### config.mk
export PLATFORM = sky130hd
export DESIGN_NAME = fifo_wr_arb
export DESIGN_NICKNAME = d
export VERILOG_FILES = /design/src/rtl/fifo_arb_pkg.sv /design/src/rtl/rr_pick.sv /design/src/rtl/fifo_wr_arb.sv
export SDC_FILE = /design/constraint.sdc
export NUM_CORES = 1
export LEC_CHECK = 0
export BUFFER_PORTS_ARGS = -buffer_cell sky130_fd_sc_hd__clkbuf_2
export CORE_MARGIN = 3
export CORE_UTILIZATION = 37
export CTS_BUF_LIST = sky130_fd_sc_hd__clkbuf_4 sky130_fd_sc_hd__clkbuf_8 sky130_fd_sc_hd__clkbuf_16
export CTS_CLUSTER_SIZE = 40
export DETAILED_ROUTE_END_ITERATION = 10
export GPL_ROUTABILITY_DRIVEN = 0
export HOLD_SLACK_MARGIN = 0.02
export PLACE_DENSITY = 0.92
export SLEW_MARGIN = 0
export SYNTH_ARGS = -nofsm -noshare
export SYNTH_HDL_FRONTEND = slang
export SYNTH_HIERARCHICAL = 1
export SYNTH_SLANG_ARGS = --single-unit
### constraint.sdc
create_clock -name clk_i -period 3 [get_ports clk_i]
set_clock_uncertainty 0.05 [all_clocks]
set_input_delay 0.3 -clock clk_i [delete_from_list [all_inputs] [get_ports clk_i]]
set_output_delay 0.3 -clock clk_i [all_outputs]
set_load 0.01 [all_outputs]
### src/rtl/fifo_arb_pkg.sv
// Shared types for the FIFO write-side arbiter and related schedulers.
package fifo_arb_pkg;

  typedef enum logic [0:0] {
    ARB_IDLE,
    ARB_GRANT
  } arb_state_t;

  localparam int unsigned ARB_CNT_W = 8;

endpackage

### src/rtl/rr_pick.sv
// Combinational round-robin picker: first set request searching upward from last_i+1, wrapping.
module rr_pick
  import fifo_arb_pkg::*;
#(
  parameter int unsigned NUM_REQ = 4,
  localparam int unsigned IdxW   = $clog2(NUM_REQ)
) (
  input  logic [NUM_REQ-1:0] req_i,
  input  logic [IdxW-1:0]    last_i,
  output logic [IdxW-1:0]    win_o,
  output logic               any_o
);

  // Walk offsets from farthest to nearest so the nearest set request overwrites the rest.
  always_comb begin
    win_o = '0;
    any_o = 1'b0;
    for (int i = int'(NUM_REQ); i >= 1; i--) begin
      automatic int          idx = (int'(last_i) + i) % int'(NUM_REQ);
      automatic logic [IdxW-1:0] k = IdxW'(idx);
      if (req_i[k]) begin
        win_o = k;
        any_o = 1'b1;
      end
    end
  end

endmodule

### src/rtl/fifo_wr_arb.sv
// Round-robin write-port arbiter: grants the FIFO write port to one producer for up to BURST beats.
module fifo_wr_arb
  import fifo_arb_pkg::*;
#(
  parameter int unsigned NUM_REQ = 4,
  parameter int unsigned WIDTH   = 32,
  parameter int unsigned BURST   = 4,
  localparam int unsigned IdxW   = $clog2(NUM_REQ)
) (
  input  logic                     clk_i,
  input  logic                     rst_n_i,
  input  logic [NUM_REQ-1:0]       req_valid_i,
  input  logic [NUM_REQ*WIDTH-1:0] req_data_i,
  output logic [NUM_REQ-1:0]       req_ready_o,
  output logic [WIDTH-1:0]         fifo_wdata_o,
  output logic                     fifo_wr_en_o,
  input  logic                     fifo_full_i,
  output logic                     grant_valid_o,
  output logic [IdxW-1:0]          grant_id_o
);

  localparam logic [ARB_CNT_W-1:0] BurstCnt = ARB_CNT_W'(BURST);
  localparam logic [IdxW-1:0]      LastRst  = IdxW'(NUM_REQ - 1);

  arb_state_t           state_q, state_d;
  logic [IdxW-1:0]      owner_q, owner_d;
  logic [IdxW-1:0]      last_q, last_d;
  logic [ARB_CNT_W-1:0] cnt_q, cnt_d;

  logic [WIDTH-1:0] req_word [NUM_REQ];
  logic [IdxW-1:0]  pick_win;
  logic             pick_any;
  logic             own_valid;
  logic             xfer;

  for (genvar g = 0; g < NUM_REQ; g++) begin : gen_unpack
    assign req_word[g] = req_data_i[g*WIDTH +: WIDTH];
  end

  rr_pick #(
    .NUM_REQ(NUM_REQ)
  ) u_rr_pick (
    .req_i  (req_valid_i),
    .last_i (last_q),
    .win_o  (pick_win),
    .any_o  (pick_any)
  );

  assign own_valid = req_valid_i[owner_q];
  assign xfer      = own_valid && !fifo_full_i;

  always_comb begin
    state_d      = state_q;
    owner_d      = owner_q;
    last_d       = last_q;
    cnt_d        = cnt_q;
    req_ready_o  = '0;
    fifo_wr_en_o = 1'b0;
    fifo_wdata_o = '0;
    unique case (state_q)
      ARB_IDLE: begin
        if (pick_any) begin
          state_d = ARB_GRANT;
          owner_d = pick_win;
          cnt_d   = '0;
        end
      end
      ARB_GRANT: begin
        req_ready_o[owner_q] = !fifo_full_i;
        fifo_wr_en_o         = xfer;
        fifo_wdata_o         = req_word[owner_q];
        // Owner dropping valid releases regardless of full; a full stall holds count and grant.
        if (!own_valid) begin
          state_d = ARB_IDLE;
          last_d  = owner_q;
        end else if (xfer) begin
          cnt_d = cnt_q + 1'b1;
          if (cnt_d == BurstCnt) begin
            state_d = ARB_IDLE;
            last_d  = owner_q;
          end
        end
      end
      default: state_d = ARB_IDLE;
    endcase
  end

  always_ff @(posedge clk_i or negedge rst_n_i) begin
    if (!rst_n_i) begin
      state_q <= ARB_IDLE;
      owner_q <= LastRst;
      last_q  <= LastRst;
      cnt_q   <= '0;
    end else begin
      state_q <= state_d;
      owner_q <= owner_d;
      last_q  <= last_d;
      cnt_q   <= cnt_d;
    end
  end

  assign grant_valid_o = (state_q == ARB_GRANT);
  assign grant_id_o    = grant_valid_o ? owner_q : last_q;

endmodule
==> impl_metrics.csv, run 1 <==
group,metric,value,unit
power,p_per_area,800,nW/um2
finish,antenna_cells,0,
finish,drive_gt1_frac,0.697,
critical_path,worst-setup-path-type,"reg -> out",
route,drt_iter0_markers,72,
timing,hold_viol,0,
synthesis,syn-cell-area,1760,um2
synthesis,synth_seq_cells,13,
floorplan,ios,175,
global_route,groute.usage.overall,0.228,
timing,max_slew_margin,0.636,
clock_tree,numCtsBuffers,3,
critical_path,r2r_setup_slack,0.89,ns
critical_path,worst_setup_path_start_kind,"register",
finish,syn_to_final_growth,55.6,%
timing,rsz0062_at_grt,"false",
route,drt_first_pass_iters,4,
critical_path,cp-end-kind,"primary output",
synthesis,ys.warnings.count,6,
synthesis,synthCells,156,
route,vias_per_cell,5.33,
finish,final.fill_count,377,
critical_path,reg2reg_from,"owner_q[1]",
finish,multi_input_area,1360,um2
synthesis,synth_area_per_cell,11.3,um2
clock_tree,cts_tree,"built",
critical_path,worstPathRequired,2.65,ns
power,ir_drop,0.535,mV
floorplan,start_util,0.393,
clock_tree,clk_latency,0.25,ns
clock_tree,cts_root_buffer,"clkbuf_8",
finish,regArea,330,um2
clock_tree,clk_pin_slew,0.06,ns
place,placed_cell_area,2670,um2
power,pwr-share-clk,0.079,
synthesis,yosysUniqueCellTypes,37,
synthesis,synth_fp_nets,292,
critical_path,arrival,2.06,ns
timing,setup_viol,0,
power,netSwitchingFraction,0.418,
run,maxCapViolCount,0,
synthesis,synth_top_area_share,0.423,
floorplan,die_area,5610,um2
timing,clock.fmax,414,MHz
power,total_power,2190,uW
power,power_frac_comb,0.770,
worst_hold_path,min-delay-start,"fifo_full_i",
place,hpwl,5.50,mm
clock_tree,clk_path_buf_depth,2,
global_route,antenna_found_initial,0,
route,wl_per_cell,17.0,um
global_route,grt_max_degree,39,
finish,fin_area,2730,um2
route,drc,0,
timing,setup_tns,0,ns
floorplan,die_w,74.9,um
floorplan,die_h,74.9,um
power,intPower,1270,uW
floorplan,row_count,24,
power,seqPwrFrac,0.152,
synthesis,synth-seq-area-share,0.188,
worst_hold_path,hp-class,"in -> reg",
synthesis,yosysTopAreaCell,"mux4_2",
timing,final.period_utilization,0.804,
finish,nets,464,
place,io_buffers,174,
route,vias,2020,
outcome,status,"finished, final reports clean",
critical_path,startpoint,"owner_q[0]",
power,p_leak,0.00140,uW
route,ant_nets,0,
clock_tree,htreeDepth,1,
route,drt_wl_total,6.44,mm
timing,period_minus_slack,2.41,ns
global_route,grt_overflow,0,
global_route,grt_pass1_vias,2042,
power,switchingPower,914,uW
global_route,grt_pass1_wl,9.67,mm
synthesis,netlist_top_cells_area,"mux4_2, dfrtp_1, and2_1",
timing,worst_pin_slew,0.547,ns
timing,slew_violations,0,
floorplan,coreArea,4470,um2
clock_tree,numClockSinks,13,
critical_path,cp_max_fo,25,
-- Yosys cell counts, drive strengths merged --
cell type	number
or3	2
a21bo	1
ha	1
inv	4
o221ai	1
clkbuf	7
nand3	3
o2bb2ai	1
nor2b	2
a21oi	6
mux4	33
o21bai	1
mux2i	1
buf	5
o211ai	1
a31oi	1
nand2b	5
o21ai	6
xnor2	2
mux2	6
dfstp	4
nor2	3
and3	3
and3b	1
and2b	1
nor3b	1
and2	32
or4	3
dfrtp	9
a31o	1
nand2	9
-- cell families (layout without fill, tap and decap cells) --
kind of cell / after synthesis / count (layout) / synth area share
DFF: 13 / 13 / 0.188
adders and majority gates: 1 / 1 / 0.00712
AOI/OAI and AO/OA: 19 / 19 / 0.0727
buffers and inverters: 16 / 187 / 0.0363
and+or+nand+nor: 65 / 65 / 0.219
muxes: 40 / 40 / 0.467
xor gates and xnor gates: 2 / 2 / 0.00997
-- power by group through the flow --
stage                     logic, uW  clock network, uW  registers, uW
after floorplan                1210                  0            290
after global placement         1660                  0            325
after detailed placement       1710                  0            334
after CTS                      1710                176            332
after global routing           1850                183            344
final                          1680                172            332
-- sequential cells by signal, indices dropped and copies added, names as in the netlist --
register and flops:
grant_valid_o 1, last_q 2, cnt_q 8, owner_q 2
-- per-stage QoR --
stage                     utilization  setup slack [ns]  cells  hold WS (ns)
final                           0.611             0.587    379         0.407
after global routing            0.611             0.460    379         0.424
after CTS                       0.611             0.560    379         0.398
after detailed placement        0.598             0.837    374         0.165
after global placement          0.598             0.877    374         0.154
after floorplan                     -             0.789    156       -0.0456
-- worst max-delay path, cell delays in order, from the launching register on --
cell and delay [ns]:
dfstp_2 0.55, buf_4 0.39, mux4_2 0.56, and2_1 0.17, clkbuf_2 0.12
-- what timing repair did --
item	4_1_cts	5_1_grt
buffers inserted	0	0
hold buffers	1	0
endpoints found under the hold margin	9	0
resized for setup	0	0
-- per-layer routing --
layer  global-route usage  routed length (um)
met2                0.438                3510
met1                0.254                2310
met4               0.0870                 179
met5                    0                   0
met3               0.0254                 430
-- final timing paths --
check                              endpoint  depth (start not counted)
hold / removal                grant_valid_o                          3
hold reg to reg                    cnt_q[2]                          1
min in group asynchronous          cnt_q[2]                          2
setup reg to reg                   cnt_q[2]                          4
max in group asynchronous         last_q[1]                          2
setup / recovery           fifo_wdata_o[29]                          4
-- placed cells by master, fill, tap and decap left out, types with 2 or more instances in the layout --
| master | count |
|---|---|
| and3_1 | 3 |
| nand3_1 | 3 |
| nor2_1 | 3 |
| nand2_1 | 9 |
| clkbuf_8 | 3 |
| buf_4 | 4 |
| mux4_2 | 33 |
| inv_1 | 3 |
| clkbuf_2 | 174 |
| mux2_1 | 2 |
| or4_1 | 3 |
| mux2_2 | 4 |
| and2_1 | 32 |
| nand2b_1 | 4 |
| nor2b_1 | 2 |
| dfstp_2 | 4 |
| or3_1 | 2 |
| o21ai_1 | 2 |
| dfrtp_1 | 9 |
| o21ai_0 | 4 |
| xnor2_1 | 2 |
| a21oi_1 | 5 |
-- final cells by class --
cell class,instances,share of cell area
Multi-Input combinational cell,127,0.499
Timing Repair Buffer,179,0.333
Sequential cell,13,0.121
Tap cell,52,0.0238
Clock buffer,4,0.0179
Inverter,4,0.00549
Power figures use the tool's default switching activity.
==> run 2, diff against run 1 <==
Settings changed: ABC_AREA from default to 1, CORE_UTILIZATION 37 to 34, PLACE_DENSITY 0.92 to 0.87.
Clock period 3 ns to 2 ns, I/O delays scaled along.
==> impl_metrics.csv, run 2 <==
group,metric,value,unit
run,maxCapViolCount,0,
clock_tree,numClockSinks,13,
synthesis,netlist_top_cells_area,"nand3_1, a22oi_1, nand2_1",
global_route,grt_max_degree,37,
route,drc,0,
critical_path,reg2reg_from,"owner_q[0]",
power,p_per_area,1390,nW/um2
finish,antenna_cells,0,
critical_path,arrival,1.72,ns
place,placed_cell_area,2830,um2
synthesis,ys.warnings.count,6,
critical_path,r2r_cells,9,
floorplan,row_count,26,
critical_path,cp_top_family,"flip-flops",
clock_tree,clk_pin_slew,0.06,ns
clock_tree,cts_tree,"built",
timing,final.period_utilization,0.986,
timing,rsz0062_at_grt,"true",
critical_path,r2r-end,"cnt_q[1]",
place,io_buffers,174,
timing,clock.fmax,507,MHz
route,ant_nets,0,
finish,mostFrequentLayoutCells,"clkbuf_2, nand3_1, nand2_1",
finish,reg_top3,"cnt_q: 8 flops, last_q: 2 flops, owner_q: 2 flops",
floorplan,ios,175,
finish,fin_area,2970,um2
finish,nets,619,
timing,slew_violations,0,
global_route,groute.usage.overall,0.238,
finish,top_register,"cnt_q",
synthesis,synth_top_area_share,0.203,
timing,setup_viol,0,
finish,fin_util,0.563,
floorplan,start_util,0.360,
timing,holdWs,0.373,ns
clock_tree,clk_path_buf_depth,2,
synthesis,yosysUniqueCellTypes,30,
outcome,status,"finished, final reports clean",
synthesis,yosysTopAreaCell,"nand3_1",
clock_tree,clk_latency,0.24,ns
route,drt_first_pass_iters,6,
route,drt_wl_total,8.45,mm
clock_tree,htreeDepth,1,
finish,largest_register_ff_count,8,
synthesis,synthCells,313,
power,ir_drop,0.552,mV
global_route,grt_pass1_wl,12.5,mm
synthesis,synth_edf_count,0,
clock_tree,cts_root_buffer,"clkbuf_8",
synthesis,synth_fp_nets,449,
synthesis,netlist_top_cells_count,"nand3_1, nand2_1, a22oi_1, a31oi_1, inv_1",
critical_path,critPathBufInv,4,
critical_path,cp-end-kind,"primary output",
route,wl_per_cell,15.3,um
power,p_leak,0.00159,uW
synthesis,yosys.cell_count.top_type,"nand3_1",
synthesis,synth-seq-area-share,0.174,
critical_path,r2r_setup_slack,0.15,ns
critical_path,crit_slowest_cell,"dfstp_2",
worst_hold_path,hp-class,"in -> async",
critical_path,worstPathRequired,1.75,ns
synthesis,async_reset_ff_frac,1.00,
floorplan,coreArea,5270,um2
critical_path,cp_cell_sequence,"inv_1 -> nand2_2 -> inv_4 -> buf_12 -> a22oi_1 -> a31oi_1 -> buf_2",
route,drt_iter0_markers,242,
route,vias_per_cell,5.55,
timing,max_slew_margin,0.782,
critical_path,worst-path-stages,7,
synthesis,synth_area_per_cell,6.07,um2
floorplan,die_w,80.7,um
critical_path,worst-setup-path-type,"reg -> out",
critical_path,critical-path-max-stage-delay,0.59,ns
finish,final_common_cell,"clkbuf_2",
synthesis,synth_seq_cells,13,
floorplan,die_h,80.7,um
timing,worst_pin_slew,0.326,ns
finish,syn_to_final_growth,56.2,%
floorplan,die_area,6520,um2
global_route,grt_overflow,0,
clock_tree,numCtsBuffers,3,
critical_path,worst_setup_path_start_kind,"register",
synthesis,synth_ff_type,"dfrtp_1",
route,vias,3066,
timing,hold_viol,0,
timing,period_minus_slack,1.97,ns
critical_path,cp_max_fo,16,
place,hpwl,6.44,mm
synthesis,syn-cell-area,1900,um2
global_route,grt_pass1_vias,2719,
global_route,antenna_found_initial,0,
finish,drive_gt1_frac,0.456,
[run 2: cell types whose count changed after synthesis, sizes merged, moves of 20 or more]
cell,delta
nand3,+75
a22oi,+32
inv,+20
a31oi,+31
and2,-31
mux4,-33
nand2,+58
[run 2: metrics by stage]
| step | TNS [ns] | total power (uW) | instances | setup slack (ns) |
|---|---|---|---|---|
| floorplan | 0 | 2600 | 313 | 0.371 |
| global placement | 0 | 3610 | 541 | 0.331 |
| detailed placement | 0 | 3690 | 541 | 0.279 |
| CTS | 0 | 3940 | 546 | 0.0136 |
| global route | -0.150 | 4490 | 552 | -0.0362 |
| finish | 0 | 4120 | 552 | 0.0288 |
[run 2: layout make-up]
class / count / area [um2]
Inverter: 24 / 100
Tap cell: 70 / 87.6
Fill cell: 498 / 2300
Multi-Input combinational cell: 250 / 1350
Sequential cell: 13 / 330
Clock buffer: 4 / 48.8
Timing Repair Buffer: 191 / 1050
[run 2: logic make-up after synthesis]
group                      after synthesis  synth area share
AOI/OAI and AO/OA                       81             0.284
xor gates and xnor gates                 1           0.00461
adders and majority gates                1           0.00659
buffers and inverters                   50             0.119
DFF                                     13             0.174
and+or+nand+nor                        167             0.412
[run 2: per-layer routing]
layer	GRT usage	routed length (um)	vias up
met5	0	0	-
met2	0.425	4180	206
met4	0.0794	235	0
li1	-	-	1463
met3	0.0233	738	34
met1	0.299	3290	1363
[run 2: timing repair]
action / in CTS / in global routing
hold buffers: 1 / 0
resized for setup: 0 / 6
endpoints found under the hold margin: 9 / 0
setup buffers: 0 / 5
setup endpoints to repair: 0 / 29
[run 2: worst register-to-register path: stages, from the launching register on]
cell and delay [ns]:
dfstp_2 0.62, inv_2 0.15, nand2_2 0.10, nor2_2 0.05, nor3_4 0.28, nor2_4 0.11
buf_4 0.17, a21oi_2 0.15, nand2_1 0.07, nand2_1 0.06
[run 2: worst max-delay path by stage]
stage,from,slack (ns),to
2_1_floorplan,owner_q[1],0.37,fifo_wdata_o[0]
3_3_place_gp,owner_q[1],0.33,fifo_wdata_o[5]
3_5_place_dp,owner_q[0],0.28,fifo_wdata_o[26]
4_1_cts,owner_q[0],0.01,fifo_wdata_o[26]
5_1_grt,owner_q[1],-0.04,fifo_wdata_o[26]
6_report,owner_q[1],0.03,fifo_wdata_o[26]
[run 2: where the power goes]
part           leakage [uW]  switching, uW  internal (uW)  total [uW]
registers          0.000163            145            376         521
logic               0.00140           2030           1320        3350
clock network     0.0000262           95.2            154         250
==> run 3, diff against run 2 <==
Settings changed: CORE_UTILIZATION 34 to 38, PLACE_DENSITY 0.87 to 0.91.
Clock period 2 ns to 2.5 ns, I/O delays scaled along.
==> impl_metrics.csv, run 3 (synthesized netlist as in run 2, its figures left out) <==
group,metric,value,unit
power,pwr-share-clk,0.062,
global_route,grt_overflow,0,
route,ant_nets,0,
power,p_per_area,1080,nW/um2
finish,final_common_cell,"clkbuf_2",
route,drc,0,
global_route,grt_pass1_wl,13.2,mm
worst_hold_path,hp-class,"in -> async",
clock_tree,postCtsSetupRepairBufs,0,
timing,period_minus_slack,2.36,ns
finish,mostFrequentLayoutCells,"clkbuf_2, nand3_1, nand2_1",
global_route,antenna_found_initial,0,
route,drt_wl_total,8.16,mm
critical_path,critical-path-max-stage-delay,0.56,ns
finish,top_register,"cnt_q",
floorplan,row_count,25,
outcome,status,"finished, final reports clean",
power,netSwitchingFraction,0.570,
timing,hold_viol,0,
route,vias,3038,
critical_path,cp_top_family,"buffers and inverters",
critical_path,worst-setup-path-type,"reg -> out",
power,p_leak,0.00153,uW
clock_tree,cts_tree,"built",
timing,rsz0062_at_grt,"false",
global_route,grt_max_degree,39,
power,ir_drop,0.535,mV
route,vias_per_cell,5.63,
finish,drive_gt1_frac,0.442,
timing,clock.fmax,425,MHz
timing,setup_tns,0,ns
global_route,grt_pass1_vias,2977,
critical_path,cp_max_fo,32,
finish,largest_register_ff_count,8,
critical_path,cp-end-kind,"primary output",
floorplan,die_h,76.7,um
finish,regArea,330,um2
run,maxCapViolCount,0,
timing,setup_viol,0,
floorplan,die_area,5880,um2
critical_path,arrival,2.06,ns
timing,max_slew_margin,0.510,
finish,final.fill_count,459,
clock_tree,numClockSinks,13,
floorplan,ios,175,
finish,multi_input_area,1350,um2
clock_tree,numCtsBuffers,3,
place,place_inst,535,
power,seqPwrFrac,0.130,
floorplan,die_w,76.7,um
power,power_frac_comb,0.808,
critical_path,worst_setup_path_start_kind,"register",
critical_path,crit_slowest_cell,"dfstp_2",
route,drt_first_pass_iters,5,
finish,nets,610,
critical_path,worstPathRequired,2.20,ns
clock_tree,cts_root_buffer,"clkbuf_8",
floorplan,start_util,0.397,
clock_tree,clk_latency,0.25,ns
finish,syn_to_final_growth,50.1,%
critical_path,critPathBufInv,4,
timing,slew_violations,0,
place,hpwl,6.37,mm
timing,worst_pin_slew,0.733,ns
power,switchingPower,1750,uW
finish,final_cells,540,
clock_tree,clk_path_buf_depth,2,
route,wl_per_cell,15.1,um
place,io_buffers,174,
route,drt_iter0_markers,123,
finish,antenna_cells,0,
floorplan,coreArea,4790,um2
timing,final.period_utilization,0.942,
critical_path,cp_cell_sequence,"buf_4 -> nand2_1 -> inv_1 -> buf_6 -> a22oi_1 -> a31oi_1 -> clkbuf_2",
clock_tree,clk_pin_slew,0.06,ns
finish,reg_top3,"cnt_q: 8 flops, last_q: 2 flops, owner_q: 2 flops",
global_route,groute.usage.overall,0.268,
power,intPower,1320,uW
clock_tree,htreeDepth,1,
power,total_power,3070,uW
==> run 3: final cells by class <==
class	instances	area share
flip-flops and latches	13	0.116
multi-input cells	250	0.474
clock buffers	3	0.0145
clock inverters	1	0.00176
inverters	24	0.0342
repair buffers	182	0.330
well taps	67	0.0294
==> run 3: layer usage <==
layer  vias up  global-route usage  share of wire
met5         -                   0              0
met4         0               0.116          0.041
met3        30              0.0458          0.097
met2       191               0.482           0.51
met1      1370               0.309           0.36
li1       1447                   -              -
==> run 3: worst reg2reg max path, delay by kind of cell, from the launching register on <==
kind	cells	cell delay [ns]
and+or+nand+nor	7	0.79
DFF	1	0.56
buffers and inverters	3	0.51
==> run 3: metrics by stage <==
step	cell area [um2]	utilization	hold slack, ns	worst slack (ns)
after floorplan	1900	-	-0.0956	0.821
after global placement	2780	0.581	0.109	0.143
after detailed placement	2780	0.581	0.112	0.104
after CTS	2850	0.595	0.388	0.0637
after global routing	2850	0.596	0.466	0.0128
final	2850	0.596	0.435	0.145
==> run 3: power groups by stage <==
| stage | Combinational [uW] | Clock, uW | Sequential [uW] |
|---|---|---|---|
| 3_3_place_gp | 2400 | 0 | 390 |
| 6_report | 2480 | 192 | 399 |
| 3_5_place_dp | 2450 | 0 | 394 |
| 4_1_cts | 2470 | 192 | 399 |
| 5_1_grt | 2740 | 202 | 415 |
| 2_1_floorplan | 1720 | 0 | 355 |
==> run 3: timing repair <==
action,4_1_cts,5_1_grt
hold buffers,1,0
resized for setup,2,1
setup endpoints to repair,2,1
hold endpoints to repair,9,0
==> run 3: worst paths after layout <==
| check | to | slack (ns) | startpoint | cells after the start |
|---|---|---|---|---|
| worst max-delay path | fifo_wdata_o[13] | 0.14 | owner_q[0] | 7 |
| worst min-delay path | cnt_q[6] | 0.44 | rst_n_i | 2 |
| worst max register to register | last_q[0] | 0.52 | owner_q[0] | 10 |
| worst min register to register | last_q[1] | 0.45 | last_q[1] | 2 |
| max in group asynchronous | owner_q[0] | 1.65 | rst_n_i | 2 |
| min in group clk_i | last_q[1] | 0.45 | last_q[1] | 2 |
